### src/rtl/frequency_encoder.sv
// frequency_encoder
//
// Measures the frequency of an asynchronous square wave by counting its
// rising edges over a gate window of GATE_CYCLES clocks. Each completed
// window is reported as an 8-bit count that saturates at 8'hFF, together
// with a one-cycle valid strobe. Windows run back-to-back while enable is
// held high. Dropping enable abandons the current window without a report.
//
// Optional build macro: FREQ_ENC_GLITCH_FILTER_EN
//   When it is defined, a 2-cycle stability filter sits between the
//   synchronizer and the edge detector. Single-cycle pulses and gaps are
//   ignored, and the input latency grows by 2 cycles.
//
// Parameters:
//   GATE_CYCLES  gate window length in clk cycles (2..65535)
//   SYNC_STAGES  synchronizer depth on freq_in (2..4)
//
// Ports:
//   clk                  system clock, rising edge
//   rst                  asynchronous reset, active-high
//   enable               measurement enable, synchronous to clk
//   freq_in              asynchronous signal under measurement
//   encoded_binary_code  last completed window's edge count, saturated at 255
//   code_valid           one-cycle pulse when encoded_binary_code updates
//   overflow             last completed window reached 255 or more edges
module frequency_encoder #(
   parameter int GATE_CYCLES = 1000,
   parameter int SYNC_STAGES = 2
) (
   input  logic       clk,
   input  logic       rst,
   input  logic       enable,
   input  logic       freq_in,
   output logic [7:0] encoded_binary_code,
   output logic       code_valid,
   output logic       overflow
);

   localparam int WIN_W = (GATE_CYCLES > 2) ? $clog2(GATE_CYCLES) : 1;
   localparam logic [WIN_W-1:0] WIN_LAST = WIN_W'(GATE_CYCLES - 1);

   typedef enum logic [1:0] {
      IDLE    = 2'd0,
      ARM     = 2'd1,
      MEASURE = 2'd2
   } state_t;

   state_t               state;
   state_t               state_next;
   logic [SYNC_STAGES-1:0] sync_p0;
   logic                 level;
   logic                 hist_p0;
   logic                 rise_p1;
   logic [WIN_W-1:0]     win_cnt;
   logic [7:0]           edge_cnt;
   logic [7:0]           edge_next;
   logic                 win_done;

   function automatic logic [7:0] sat_inc(input logic [7:0] cnt, input logic hit);
      return (hit && (cnt != 8'hFF)) ? cnt + 8'd1 : cnt;
   endfunction

   // ---- stage p0: synchronizer ----
   always_ff @(posedge clk or posedge rst) begin
      if (rst) begin
         sync_p0 <= '0;
      end else begin
         sync_p0 <= {sync_p0[SYNC_STAGES-2:0], freq_in};
      end
   end

`ifdef FREQ_ENC_GLITCH_FILTER_EN
   // ---- optional stability filter ----
   // The filtered level only follows the synchronized level once two
   // consecutive samples agree, so 1-cycle pulses and gaps never get through.
   logic raw_d;
   logic filt;

   always_ff @(posedge clk or posedge rst) begin
      if (rst) begin
         raw_d <= 1'b0;
         filt  <= 1'b0;
      end else begin
         raw_d <= sync_p0[SYNC_STAGES-1];
         if (sync_p0[SYNC_STAGES-1] == raw_d) begin
            filt <= raw_d;
         end
      end
   end

   assign level = filt;
`else
   assign level = sync_p0[SYNC_STAGES-1];
`endif

   // ---- stage p1: edge detector ----
   // The history flop tracks the level in every state, so in ARM it is holding
   // the current level and a static input can never look like an edge.
   always_ff @(posedge clk or posedge rst) begin
      if (rst) begin
         hist_p0 <= 1'b0;
         rise_p1 <= 1'b0;
      end else begin
         hist_p0 <= level;
         rise_p1 <= level & ~hist_p0;
      end
   end

   // ---- control: state register and next-state logic ----
   always_ff @(posedge clk or posedge rst) begin
      if (rst) begin
         state <= IDLE;
      end else begin
         state <= state_next;
      end
   end

   always_comb begin
      state_next = state;
      case (state)
         IDLE:    if (enable) state_next = ARM;
         ARM:     state_next = enable ? MEASURE : IDLE;
         MEASURE: if (!enable) state_next = IDLE;
         default: state_next = IDLE;
      endcase
   end

   // Final cycle of a window. An edge pulse in this same cycle still counts.
   assign win_done  = (state == MEASURE) && enable && (win_cnt == WIN_LAST);
   assign edge_next = sat_inc(edge_cnt, rise_p1);

   // ---- window and edge counters ----
   // Both counters are cleared in IDLE and ARM, when a window is abandoned, and
   // at a window boundary so that the next window starts with no dead cycle.
   always_ff @(posedge clk or posedge rst) begin
      if (rst) begin
         win_cnt  <= '0;
         edge_cnt <= 8'h00;
      end else if ((state != MEASURE) || !enable || win_done) begin
         win_cnt  <= '0;
         edge_cnt <= 8'h00;
      end else begin
         win_cnt  <= win_cnt + WIN_W'(1);
         edge_cnt <= edge_next;
      end
   end

   // ---- output register ----
   always_ff @(posedge clk or posedge rst) begin
      if (rst) begin
         encoded_binary_code <= 8'h00;
         code_valid          <= 1'b0;
         overflow            <= 1'b0;
      end else begin
         code_valid <= win_done;
         if (win_done) begin
            encoded_binary_code <= edge_next;
            overflow            <= (edge_next == 8'hFF);
         end
      end
   end

endmodule
### config.mk
export PLATFORM = sky130hd
export DESIGN_NAME = frequency_encoder
export DESIGN_NICKNAME = d
export VERILOG_FILES = /design/src/rtl/frequency_encoder.sv
export SDC_FILE = /design/constraint.sdc
export NUM_CORES = 1
export LEC_CHECK = 0
export CORE_MARGIN = 2
export CORE_UTILIZATION = 38
export CTS_CLUSTER_SIZE = 24
export DETAILED_ROUTE_END_ITERATION = 12
export PLACE_DENSITY = 0.57
export SLEW_MARGIN = 20
export SYNTH_ARGS = -nofsm -noshare
export SYNTH_HDL_FRONTEND = slang
export SYNTH_SLANG_ARGS = --single-unit
### constraint.sdc
create_clock -name clk -period 1.67 [get_ports clk]
set_input_delay 0.501 -clock clk [delete_from_list [all_inputs] [get_ports clk]]
set_output_delay 0.501 -clock clk [all_outputs]
set_load 0.005 [all_outputs]
==> impl_results.html <==
<table>
<tr><th>Metric</th><th>Value</th></tr>
<tr><th colspan="2">Run status</th></tr>
<tr><td>Status</td><td>finished, violations left</td></tr>
<tr><td>Violations in the final reports</td><td>negative setup slack</td></tr>
<tr><th colspan="2">Logic synthesis</th></tr>
<tr><td>Dominant combinational cell family by area after synthesis</td><td>simple AND/OR/NAND/NOR gates</td></tr>
<tr><td>Mux cell area share after synthesis</td><td>0.0343</td></tr>
<tr><td>Share of the yosys chip area belonging to registers</td><td>0.569</td></tr>
<tr><td>Xor/xnor share of the synthesized area</td><td>0.0762</td></tr>
<tr><td>Adder and majority gate portion of the synthesized area</td><td>0.0167</td></tr>
<tr><td>Top post-synthesis cells by area</td><td>dfrtp_1 57%, nor2_1 5.0%, xnor2_1 4.1%, xor2_1 3.5%, nand2_1 3.3%</td></tr>
<tr><td>Post-Synthesis Net Count</td><td>143</td></tr>
<tr><td>Async SR Flop Fraction</td><td>1.00</td></tr>
<tr><td>Synthesized area per cell</td><td>10.9 um2</td></tr>
<tr><td>Library cell with the largest summed area after synthesis</td><td>dfrtp_1</td></tr>
<tr><td>Yosys reg bits</td><td>34</td></tr>
<tr><td>Prevailing post-synth register cell</td><td>dfrtp_1</td></tr>
<tr><td>Number of synthesized flops with an enable pin</td><td>0</td></tr>
<tr><td>Area fraction of the dominant cell type after synthesis</td><td>0.569</td></tr>
<tr><td>Mapped cell area</td><td>0.00150 mm2</td></tr>
<tr><td>Yosys synthesis warning count</td><td>0</td></tr>
<tr><td>Post-synthesis instance total</td><td>137</td></tr>
<tr><td>Simple-gate area share of the yosys netlist</td><td>0.209</td></tr>
<tr><td>Number of distinct standard cells referenced by the synthesized netlist</td><td>33</td></tr>
<tr><td>Synth Area in Compound Gates</td><td>0.0745</td></tr>
<tr><th colspan="2">Floorplan</th></tr>
<tr><td>Overall die area</td><td>0.00445 mm2</td></tr>
<tr><td>Horizontal extent of the die</td><td>66.7 um</td></tr>
<tr><td>Floorplan core area</td><td>0.00372 mm2</td></tr>
<tr><td>Starting density of the core</td><td>0.402</td></tr>
<tr><td>Vertical extent of the die</td><td>66.7 um</td></tr>
<tr><td>Cell row count</td><td>22</td></tr>
<tr><td>Boundary pin count</td><td>14</td></tr>
<tr><th colspan="2">STA</th></tr>
<tr><td>Final count of pins violating max slew</td><td>0</td></tr>
<tr><td>FMAX</td><td>581 MHz</td></tr>
<tr><td>Post-layout min period</td><td>1.72 ns</td></tr>
<tr><td>Ratio of final minimum period to clock period</td><td>1.03</td></tr>
<tr><td>Worst max-slew margin expressed relative to the limit</td><td>0.827</td></tr>
<tr><td>Unrepaired setup endpoints after global routing</td><td>yes</td></tr>
<tr><td>Number of endpoints with negative hold slack in the final report</td><td>0</td></tr>
<tr><td>Final worst setup slack</td><td>-0.0507 ns</td></tr>
<tr><td>Number of endpoints failing setup at the final stage</td><td>1</td></tr>
<tr><td>Worst-case clock skew</td><td>0.00584 ns</td></tr>
<tr><td>Actual slew at the worst max-slew pin</td><td>0.252 ns</td></tr>
<tr><th colspan="2">Critical path</th></tr>
<tr><td>Critical Path Sink Type</td><td>flip-flop</td></tr>
<tr><td>Kind of start point of the critical path</td><td>flip-flop</td></tr>
<tr><td>Crit Path Class</td><td>reg2reg</td></tr>
<tr><td>Data required time at the worst endpoint</td><td>1.87 ns</td></tr>
<tr><td>Crit-path max FO</td><td>5</td></tr>
<tr><td>FF-to-FF path depth</td><td>6</td></tr>
<tr><td>Arrival time worst endpoint</td><td>1.92 ns</td></tr>
<tr><th colspan="2">Placed design</th></tr>
<tr><td>Placer congestion estimate</td><td>0.829</td></tr>
<tr><td>Final HPWL DP</td><td>2.05 mm</td></tr>
<tr><td>Count of port buffers added during placement</td><td>13</td></tr>
<tr><td>Inst Count DP</td><td>216</td></tr>
<tr><th colspan="2">Drt</th></tr>
<tr><td>DRT Wirelength</td><td>2.99 mm</td></tr>
<tr><td>Vias</td><td>1117</td></tr>
<tr><td>DRC Markers</td><td>0</td></tr>
<tr><td>Routed via count divided by cell count</td><td>4.77</td></tr>
<tr><td>Initial drt markers</td><td>48</td></tr>
<tr><td>Iteration count of the initial detailed-routing pass</td><td>4</td></tr>
<tr><td>Routed WL per cell</td><td>12.8 um</td></tr>
<tr><td>Antenna Nets Post-Route</td><td>0</td></tr>
<tr><th colspan="2">Layout</th></tr>
<tr><td>Fraction of final layout cells sized beyond drive strength 1</td><td>0.317</td></tr>
<tr><td>Synthesis-to-finish area growth</td><td>41.5%</td></tr>
<tr><td>Final instance count without filler cells</td><td>234</td></tr>
<tr><td>Final nets</td><td>191</td></tr>
<tr><td>Commonest cells after routing, fill and taps aside</td><td>34 x dfrtp_1, 29 x buf_4, 20 x nor2_1, 12 x clkdlybuf4s50_1, 11 x nand2_1</td></tr>
<tr><td>Most frequent standard cell in the layout excluding fill and tap cells</td><td>dfrtp_1</td></tr>
<tr><td>Number of diodes</td><td>0</td></tr>
<tr><td>End-of-flow core utilization</td><td>0.569</td></tr>
<tr><th colspan="2">Global routing</th></tr>
<tr><td>Total GRT Usage</td><td>0.157</td></tr>
<tr><td>Number of antenna violations at the first check in global routing</td><td>0</td></tr>
<tr><td>Remaining global-route overflow</td><td>0</td></tr>
<tr><td>Largest net degree at the start of global routing</td><td>35</td></tr>
<tr><td>Number of global-route vias before repair</td><td>1192</td></tr>
<tr><td>First-pass GRT wire length</td><td>5.13 mm</td></tr>
<tr><th colspan="2">Clock tree</th></tr>
<tr><td>Clock root cell</td><td>clkbuf_8</td></tr>
<tr><td>Number of CTS-inserted buffers</td><td>5</td></tr>
<tr><td>Clock sink total</td><td>34</td></tr>
<tr><td>Longest Clk Path Bufs</td><td>2</td></tr>
<tr><td>Clock input transition at the sequential cells of the worst setup and hold paths</td><td>0.07 ns</td></tr>
<tr><td>Clock Latency Late Sink</td><td>0.28 ns</td></tr>
<tr><td>Clock H-tree levels</td><td>2</td></tr>
<tr><td>Clock tree from TritonCTS</td><td>yes</td></tr>
<tr><th colspan="2">Run</th></tr>
<tr><td>Max Cap Violations</td><td>0</td></tr>
<tr><th colspan="2">Pwr</th></tr>
<tr><td>Power per standard cell area</td><td>734 mW/mm2</td></tr>
<tr><td>Peak supply drop</td><td>0.000673 V</td></tr>
<tr><td>Pleak</td><td>0.950 nW</td></tr>
<tr><th colspan="2">Hold path</th></tr>
<tr><td>Worst hold stages</td><td>0</td></tr>
<tr><td>Worst hold path type</td><td>reg2reg</td></tr>
</table>
-- layer usage --
metal  vias up  global-route usage  wire (um)
li1        558                   -          -
met1       536               0.175       1300
met2        13               0.281       1530
met3        10              0.0456         85
met4         0              0.0612         63
met5         -                   0          0
-- per-stage QoR --
step                total power, mW  setup TNS [ns]  setup WS (ns)  area, um2  hold slack [ns]
floorplan                     0.914         -0.0510        -0.0113       1540            0.331
global placement              0.951           -2.83         -0.383       1870            0.343
detailed placement            0.956           -3.38         -0.424       1870            0.348
CTS                            1.58         -0.0543        -0.0543       2030            0.364
global route                   1.63          -0.192         -0.129       2120            0.381
finish                         1.55         -0.0507        -0.0507       2120            0.359
-- sequential cells by signal, summed over array words and instances (netlist names) --
name,cells
win_cnt,10
edge_cnt,8
encoded_binary_code,8
state,2
sync_p0,2
code_valid,1
hist_p0,1
overflow,1
rise_p1,1
-- power breakdown --
part           total [mW]  leakage (nW)  internal (mW)  switching (mW)
clock               0.607        0.0482          0.332           0.275
combinational      0.0930         0.442         0.0439          0.0491
sequential          0.853         0.460          0.841          0.0125
total                1.55         0.950           1.22           0.336
-- final timing paths --
kind                                        from                            endpoint  slack (ns)
setup / recovery           edge_cnt[1]$_DFF_PP0_                overflow$_DFFE_PP0P_       -0.05
hold / removal              sync_p0[0]$_DFF_PP0_                sync_p0[1]$_DFF_PP0_        0.36
setup reg to reg           edge_cnt[1]$_DFF_PP0_                overflow$_DFFE_PP0P_       -0.05
hold reg to reg             sync_p0[0]$_DFF_PP0_                sync_p0[1]$_DFF_PP0_        0.36
max in group asynchronous                    rst                win_cnt[3]$_DFF_PP0_        0.92
min in group asynchronous                    rst  encoded_binary_code[4]$_DFFE_PP0P_        0.58
-- Yosys cell counts, types with 4 or more instances --
| cell type | n |
|---|---|
| and3_1 | 5 |
| dfrtp_1 | 34 |
| inv_1 | 4 |
| mux2i_1 | 4 |
| nand2_1 | 13 |
| nand3_1 | 6 |
| nand4_1 | 4 |
| nor2_1 | 20 |
| o21ai_0 | 5 |
| xnor2_1 | 7 |
| xor2_1 | 6 |
-- what timing repair did --
action,CTS,global route
setup endpoints to repair,9,15
buffers inserted,5,6
resized for setup,6,9
hold buffers,0,0
pin swaps,8,9
-- critical path: stages (launching register included) --
cell and delay [ns]:
dfrtp_1 0.41, ha_4 0.20, nand3_4 0.07, nand4_1 0.15
nand4_1 0.11, or4_4 0.51, o31ai_4 0.17
-- cells by family after synthesis --
| logic type | count (synthesis) |
|---|---|
| buf+inv | 7 |
| compound gates | 14 |
| flops | 34 |
| mux | 5 |
| xor+xnor | 13 |
| simple gates | 62 |
| fa+ha+maj | 2 |
-- cell type report --
class / instances / area (um2)
Clock buffer: 7 / 86.3
Clock inverter: 1 / 5.00
Fill cell: 333 / 1600
Inverter: 4 / 15.0
Multi-Input combinational cell: 96 / 717
Sequential cell: 34 / 851
Tap cell: 48 / 60.1
Timing Repair Buffer: 44 / 382
(Power assumes the default switching activity.)
